[config.mk]
export PLATFORM = sky130hd
export DESIGN_NAME = fios_mm_seq
export DESIGN_NICKNAME = d
export VERILOG_FILES = /design/src/rtl/fios_mm_pkg.sv /design/src/rtl/fios_mm_step.sv /design/src/rtl/fios_mm_seq.sv
export SDC_FILE = /design/constraint.sdc
export NUM_CORES = 2
export LEC_CHECK = 0
export ABC_CLOCK_PERIOD_IN_PS = 23900
export BUFFER_PORTS_ARGS = -buffer_cell sky130_fd_sc_hd__buf_2
export CORE_MARGIN = 2
export CORE_UTILIZATION = 55
export CTS_BUF_LIST = sky130_fd_sc_hd__clkbuf_2
export DETAILED_ROUTE_END_ITERATION = 8
export PLACE_DENSITY = 0.75
export SKIP_LAST_GASP = 1
export SYNTH_ARGS = -nofsm -noshare
export SYNTH_HDL_FRONTEND = slang
export SYNTH_SLANG_ARGS = --single-unit
[constraint.sdc]
create_clock -name clock_i -period 23.9 [get_ports clock_i]
set_input_delay 7.17 -clock clock_i [delete_from_list [all_inputs] [get_ports clock_i]]
set_output_delay 7.17 -clock clock_i [all_outputs]
set_load 0.1 [all_outputs]
[src/rtl/fios_mm_pkg.sv]
// Shared types and sizing helpers for the word-serial FIOS Montgomery multiplier.
package fios_mm_pkg;

    typedef enum logic [1:0] {
        ST_LOAD,
        ST_COMPUTE,
        ST_SUB,
        ST_OUT
    } state_e;

    localparam int DEF_WORD_WIDTH = 17;
    localparam int CARRY_W        = DEF_WORD_WIDTH + 2;

    // Width of a counter that must reach n inclusive (j runs 0..s).
    function automatic int cnt_width(input int n);
        return (n < 2) ? 1 : $clog2(n + 1);
    endfunction

    function automatic int carry_width(input int w);
        return w + 2;
    endfunction

endpackage

[src/rtl/fios_mm_step.sv]
// Combinational FIOS inner step: t_j + a_j*b_i + m*p_j + carry_in, split into low word and carry.
module fios_mm_step
    import fios_mm_pkg::*;
#(
    parameter int WORD_WIDTH = DEF_WORD_WIDTH,
    parameter int CW         = CARRY_W
) (
    input  logic [WORD_WIDTH-1:0] t_j,
    input  logic [WORD_WIDTH-1:0] a_j,
    input  logic [WORD_WIDTH-1:0] b_i,
    input  logic [WORD_WIDTH-1:0] m,
    input  logic [WORD_WIDTH-1:0] p_j,
    input  logic [CW-1:0]         carry_in,
    output logic [WORD_WIDTH-1:0] sum_lo,
    output logic [CW-1:0]         carry_out
);

    localparam int SW = 2 * WORD_WIDTH + 2;

    logic [SW-1:0] sum;

    assign sum       = SW'(t_j) + SW'(a_j) * SW'(b_i) + SW'(m) * SW'(p_j) + SW'(carry_in);
    assign sum_lo    = sum[WORD_WIDTH-1:0];
    assign carry_out = CW'(sum >> WORD_WIDTH);

endmodule

[src/rtl/fios_mm_seq.sv]
// Self-sequenced word-serial FIOS Montgomery multiplier: RES = A*B*R^-1 mod P, streamed in/out LS word first.
module fios_mm_seq
    import fios_mm_pkg::*;
#(
    parameter int WORD_WIDTH = 17,
    parameter int s          = 8,
    parameter bit FINAL_SUB  = 1'b1
) (
    input  logic                  clock_i,
    input  logic                  reset_n_i,
    input  logic                  in_valid_i,
    output logic                  in_ready_o,
    input  logic [WORD_WIDTH-1:0] in_a_i,
    input  logic [WORD_WIDTH-1:0] in_b_i,
    input  logic [WORD_WIDTH-1:0] in_p_i,
    input  logic [WORD_WIDTH-1:0] p_prime_0_i,
    output logic                  out_valid_o,
    input  logic                  out_ready_i,
    output logic [WORD_WIDTH-1:0] out_res_o,
    output logic                  out_last_o,
    output logic                  busy_o
);

    localparam int W  = WORD_WIDTH;
    localparam int CW = carry_width(W);
    localparam int KW = cnt_width(s);
    localparam int IW = $clog2(s);
    localparam logic [KW-1:0] S_LAST = KW'(s - 1);
    localparam logic [KW-1:0] S_FIN  = KW'(s);

    state_e         state_q, state_d;
    logic [KW-1:0]  k_q, k_d, i_q, i_d, j_q, j_d;
    logic [CW-1:0]  carry_q, carry_d;
    logic           borrow_q, borrow_d, sel_d_q, sel_d_d;
    logic [W-1:0]   a_q [s], a_d [s], b_q [s], b_d [s], p_q [s], p_d [s], d_q [s], d_d [s];
    logic [W-1:0]   t_q [s+1], t_d [s+1];
    logic [W-1:0]   pp_q, pp_d, m_q, m_d;

    logic [IW-1:0]  kk, ii, jj;
    logic [W-1:0]   m_seed, m_new, m_cur, step_lo;
    logic [CW-1:0]  step_carry;
    logic [CW:0]    fin_x;
    logic [W:0]     diff;

    assign kk = IW'(k_q);
    assign ii = IW'(i_q);
    assign jj = (j_q < S_FIN) ? IW'(j_q) : '0;

    // m is derived at j==0 from the partial sum's low word and reused for the rest of the row.
    assign m_seed = t_q[0] + a_q[0] * b_q[ii];
    assign m_new  = m_seed * pp_q;
    assign m_cur  = (j_q == '0) ? m_new : m_q;
    assign fin_x  = (CW+1)'(t_q[s]) + (CW+1)'(carry_q);
    assign diff   = {1'b0, t_q[k_q]} - {1'b0, p_q[kk]} - (W+1)'(borrow_q);

    fios_mm_step #(
        .WORD_WIDTH(W),
        .CW        (CW)
    ) u_step (
        .t_j      (t_q[j_q]),
        .a_j      (a_q[jj]),
        .b_i      (b_q[ii]),
        .m        (m_cur),
        .p_j      (p_q[jj]),
        .carry_in (carry_q),
        .sum_lo   (step_lo),
        .carry_out(step_carry)
    );

    always_comb begin
        state_d  = state_q;
        k_d      = k_q;
        i_d      = i_q;
        j_d      = j_q;
        carry_d  = carry_q;
        borrow_d = borrow_q;
        sel_d_d  = sel_d_q;
        a_d      = a_q;
        b_d      = b_q;
        p_d      = p_q;
        d_d      = d_q;
        t_d      = t_q;
        pp_d     = pp_q;
        m_d      = m_q;
        unique case (state_q)
            ST_LOAD: begin
                if (in_valid_i) begin
                    a_d[kk] = in_a_i;
                    b_d[kk] = in_b_i;
                    p_d[kk] = in_p_i;
                    if (k_q == '0) begin
                        pp_d = p_prime_0_i;
                        for (int n = 0; n <= s; n++) t_d[n] = '0;
                    end
                    if (k_q == S_LAST) begin
                        state_d = ST_COMPUTE;
                        k_d     = '0;
                        i_d     = '0;
                        j_d     = '0;
                        carry_d = '0;
                    end else begin
                        k_d = k_q + 1'b1;
                    end
                end
            end
            ST_COMPUTE: begin
                if (j_q == S_FIN) begin
                    // Row finalise: fold the carry into the top two words of t.
                    t_d[s-1] = fin_x[W-1:0];
                    t_d[s]   = W'(fin_x >> W);
                    carry_d  = '0;
                    j_d      = '0;
                    if (i_q == S_LAST) begin
                        state_d  = FINAL_SUB ? ST_SUB : ST_OUT;
                        i_d      = '0;
                        k_d      = '0;
                        borrow_d = 1'b0;
                    end else begin
                        i_d = i_q + 1'b1;
                    end
                end else begin
                    if (j_q == '0) m_d = m_new;
                    else           t_d[j_q - 1'b1] = step_lo;
                    carry_d = step_carry;
                    j_d     = j_q + 1'b1;
                end
            end
            ST_SUB: begin
                d_d[kk]  = diff[W-1:0];
                borrow_d = diff[W];
                if (k_q == S_LAST) begin
                    sel_d_d = (|t_q[s]) | ~diff[W];
                    state_d = ST_OUT;
                    k_d     = '0;
                end else begin
                    k_d = k_q + 1'b1;
                end
            end
            ST_OUT: begin
                if (out_ready_i) begin
                    if (k_q == S_LAST) begin
                        state_d = ST_LOAD;
                        k_d     = '0;
                    end else begin
                        k_d = k_q + 1'b1;
                    end
                end
            end
            default: state_d = ST_LOAD;
        endcase
    end

    always_comb begin
        in_ready_o  = (state_q == ST_LOAD);
        out_valid_o = (state_q == ST_OUT);
        out_last_o  = out_valid_o && (k_q == S_LAST);
        out_res_o   = '0;
        if (out_valid_o) out_res_o = (FINAL_SUB && sel_d_q) ? d_q[kk] : t_q[k_q];
        busy_o      = !((state_q == ST_LOAD) && (k_q == '0));
    end

    always_ff @(posedge clock_i or negedge reset_n_i) begin
        if (!reset_n_i) begin
            state_q  <= ST_LOAD;
            k_q      <= '0;
            i_q      <= '0;
            j_q      <= '0;
            carry_q  <= '0;
            borrow_q <= 1'b0;
            sel_d_q  <= 1'b0;
            for (int n = 0; n <= s; n++) t_q[n] <= '0;
        end else begin
            state_q  <= state_d;
            k_q      <= k_d;
            i_q      <= i_d;
            j_q      <= j_d;
            carry_q  <= carry_d;
            borrow_q <= borrow_d;
            sel_d_q  <= sel_d_d;
            t_q      <= t_d;
        end
    end

    always_ff @(posedge clock_i) begin
        a_q  <= a_d;
        b_q  <= b_d;
        p_q  <= p_d;
        d_q  <= d_d;
        pp_q <= pp_d;
        m_q  <= m_d;
    end

endmodule

==> summary.txt <==
RSZ-0062 raised after global routing - false
Rows - 124
crit-path leading delay family - adder cells
via count - 46100
Bufs and invs on worst path - 14
First-pass DRT Iterations - 8
clk_skew - 0.212 ns
Synth Area in Adders - 30.4%
drt wl/cell - 23.4 microns
sequential share of the synthesized area - 34.6%
core area - 115000 sq um
Slew headroom - 15.5%
RD Place Congestion - 0.963
via-per-instance ratio - 6.04
Final nets - 7145
status - finished clean
Max Cap Viol - 0
clock root buffer - clkbuf_2
Data arrival, critical path - 20.50 ns
Async SR Flop Fraction - 24.5%
slowest CP cell - xor2_1
Final Setup Violations - 0
cts repair resizes - 0
Chip Width - 345 microns
Layout area overhead - 6.19%
f_max - 0.0524 GHz
CTS HTree Levels - 4
HPWL Detailed - 128 mm
placed cell area - 66000 sq um
WL final - 179 mm
main combinational cell family by area after synthesis - adder cells
most frequent cells after synthesis - inv_1 (1028), nand2_1 (730), fa_1 (725)
final design utilization - 59.1%
total grt overflow - 0
Post-DRT Antenna Nets - 0
Residual DRC - 0
type of origin of the critical path - flip-flop
Die Ht - 345 microns
Synth cell types - 79
HP Class - reg -> reg
largest net degree at the start of global routing - 68
post-route cell area - 67800 sq um
Req. time, crit path - 25.33 ns
Port Buffers - 92
Main synth FF type - edfxtp_1
Syn Inst Count - 5849
area share of xor/xnor cells in the synthesized design - 2.38%
synth top area cells - edfxtp_1 (27%), fa_1 (23%), ha_1 (7.7%)
Synth Cell Area - 63800 sq um
synthesized net count - 7037
Post-CTS Hold Buffers - 0
fraction of layout cells with a size suffix above 1 - 11.8%
number of global-route vias before repair - 47600
IO Pins - 93
DR iter-0 viols - 5088
final setup TNS - 0 ns
clock tree buffer depth - 3
Syn Area/Cell - 10.9 sq um
postcts setup bufs - 0
Die Area - 119000 sq um
post-synthesis compound-gate area fraction - 9.05%
period utilization - 79.8%
count leader, synth - inv_1
Starting Density - 55.7%
worst setup path class - reg -> reg
Worst-path clk slew - 0.11 ns
EDFF count, synth - 578
simple-gate share of the synthesized area - 9.87%
Final Max Slew Viols - 0
CP endpoint kind - flip-flop
min Tclk post-route - 19.07 ns
CP Depth - 64
final hold violation count - 0
GRT Util Overall - 30.7%
highest cell delay on the worst timing path - 0.74 ns
CTS tree - done
CP max FO - 43
R2R cell count - 64
clock buffer count from CTS - 192
multiplexer share of the synthesized area - 5.98%
Synth area leader - edfxtp_1
actual slew at the worst max-slew pin - 1.26 ns
Clk Latency, worst-skew pair - 1.59 ns
CP most frequent cell - fa_1
Yosys warning count - 0
Yosys top cell area share - 27.2%
CTS sink count - 766
first-pass GRT wire length - 274 mm
Seq cells post-synth - 766
FF-to-FF setup slack - 4.83 ns
Hold Crit Depth - 2
antenna violations before repair - 22
## final cells by class
type	instances	area (sq um)
well taps	1512	1890
inverters	1032	3870
clock buffers	279	1400
repair buffers	184	1160
fillers	9364	46900
multi-input cells	3781	37000
diodes	8	20.0
flip-flops and latches	766	22100
clock inverters	67	362
## worst paths after layout
kind                          endpoint       from
max reg2reg                carry_q[15]     i_q[0]
min                            t_q[56]    t_q[56]
max in group asynchronous       j_q[0]  reset_n_i
min in group asynchronous  carry_q[12]  reset_n_i
min reg2reg                    t_q[56]    t_q[56]
max                        carry_q[15]     i_q[0]
## state kept, by name (all words and copies together), names as in the netlist, 17 cells and up
| name | flops |
|---|---|
| b_q | 136 |
| carry_q | 19 |
| p_q | 136 |
| m_q | 17 |
| a_q | 136 |
| pp_q | 17 |
| t_q | 153 |
| d_q | 136 |
## worst min-delay path, cell delays in order, from the launching register on
cell and delay (ns):
dfrtp_1 0.38, nand2_1 0.06, o21ai_0 0.06
## cell usage in the layout (no fill, tap or decap), types with 16 or more instances in the layout
| cell | n |
|---|---|
| nor2_1 | 261 |
| o21bai_1 | 21 |
| a31oi_1 | 36 |
| xnor2_1 | 125 |
| a211oi_1 | 20 |
| mux2i_1 | 52 |
| clkinv_1 | 45 |
| nor3_1 | 33 |
| a221oi_1 | 30 |
| and2_1 | 161 |
| nand2_1 | 730 |
| o22ai_1 | 78 |
| nor2b_1 | 69 |
| buf_4 | 92 |
| o21ai_1 | 18 |
| a22o_1 | 139 |
| nand3_1 | 25 |
| and3_1 | 16 |
| fa_1 | 725 |
| edfxtp_1 | 578 |
| a22oi_1 | 35 |
| buf_2 | 91 |
| mux4_2 | 117 |
| a21oi_1 | 193 |
| o221ai_1 | 19 |
| nand2b_1 | 52 |
| a21o_1 | 46 |
| clkbuf_2 | 279 |
| mux2_2 | 52 |
| ha_1 | 391 |
| dfrtp_1 | 182 |
| inv_1 | 1028 |
| xor2_1 | 32 |
| o21ai_0 | 131 |
## layer usage
metal / global-route usage (%) / vias up / wire (microns) / share of wire, %
li1: - / 19700 / - / -
met5: 0 / - / 172 / 0.096
met2: 48.1 / 2740 / 82200 / 46
met1: 39.6 / 23000 / 66600 / 37
met3: 7.88 / 615 / 19800 / 11
met4: 15.8 / 24 / 9950 / 5.6
## metrics by stage
step           hold WS (ns)  instances  worst slack (ns)
6_report              0.535       7629              4.83
5_1_grt               0.557       7628              3.98
4_1_cts               0.523       7621              4.94
3_5_place_dp          0.499       7275              4.99
3_3_place_gp          0.480       7275              5.37
2_1_floorplan         0.461       5849              6.92
## cell families after synthesis
| family | after synthesis |
|---|---|
| simple gates | 1412 |
| xor+xnor | 165 |
| compound gates | 861 |
| fa+ha+maj | 1116 |
| buf+inv | 1302 |
| flops | 766 |
| mux | 227 |
Power is not shown: default switching activity piles up to over one toggle a cycle in this logic, so the estimate is an artifact.
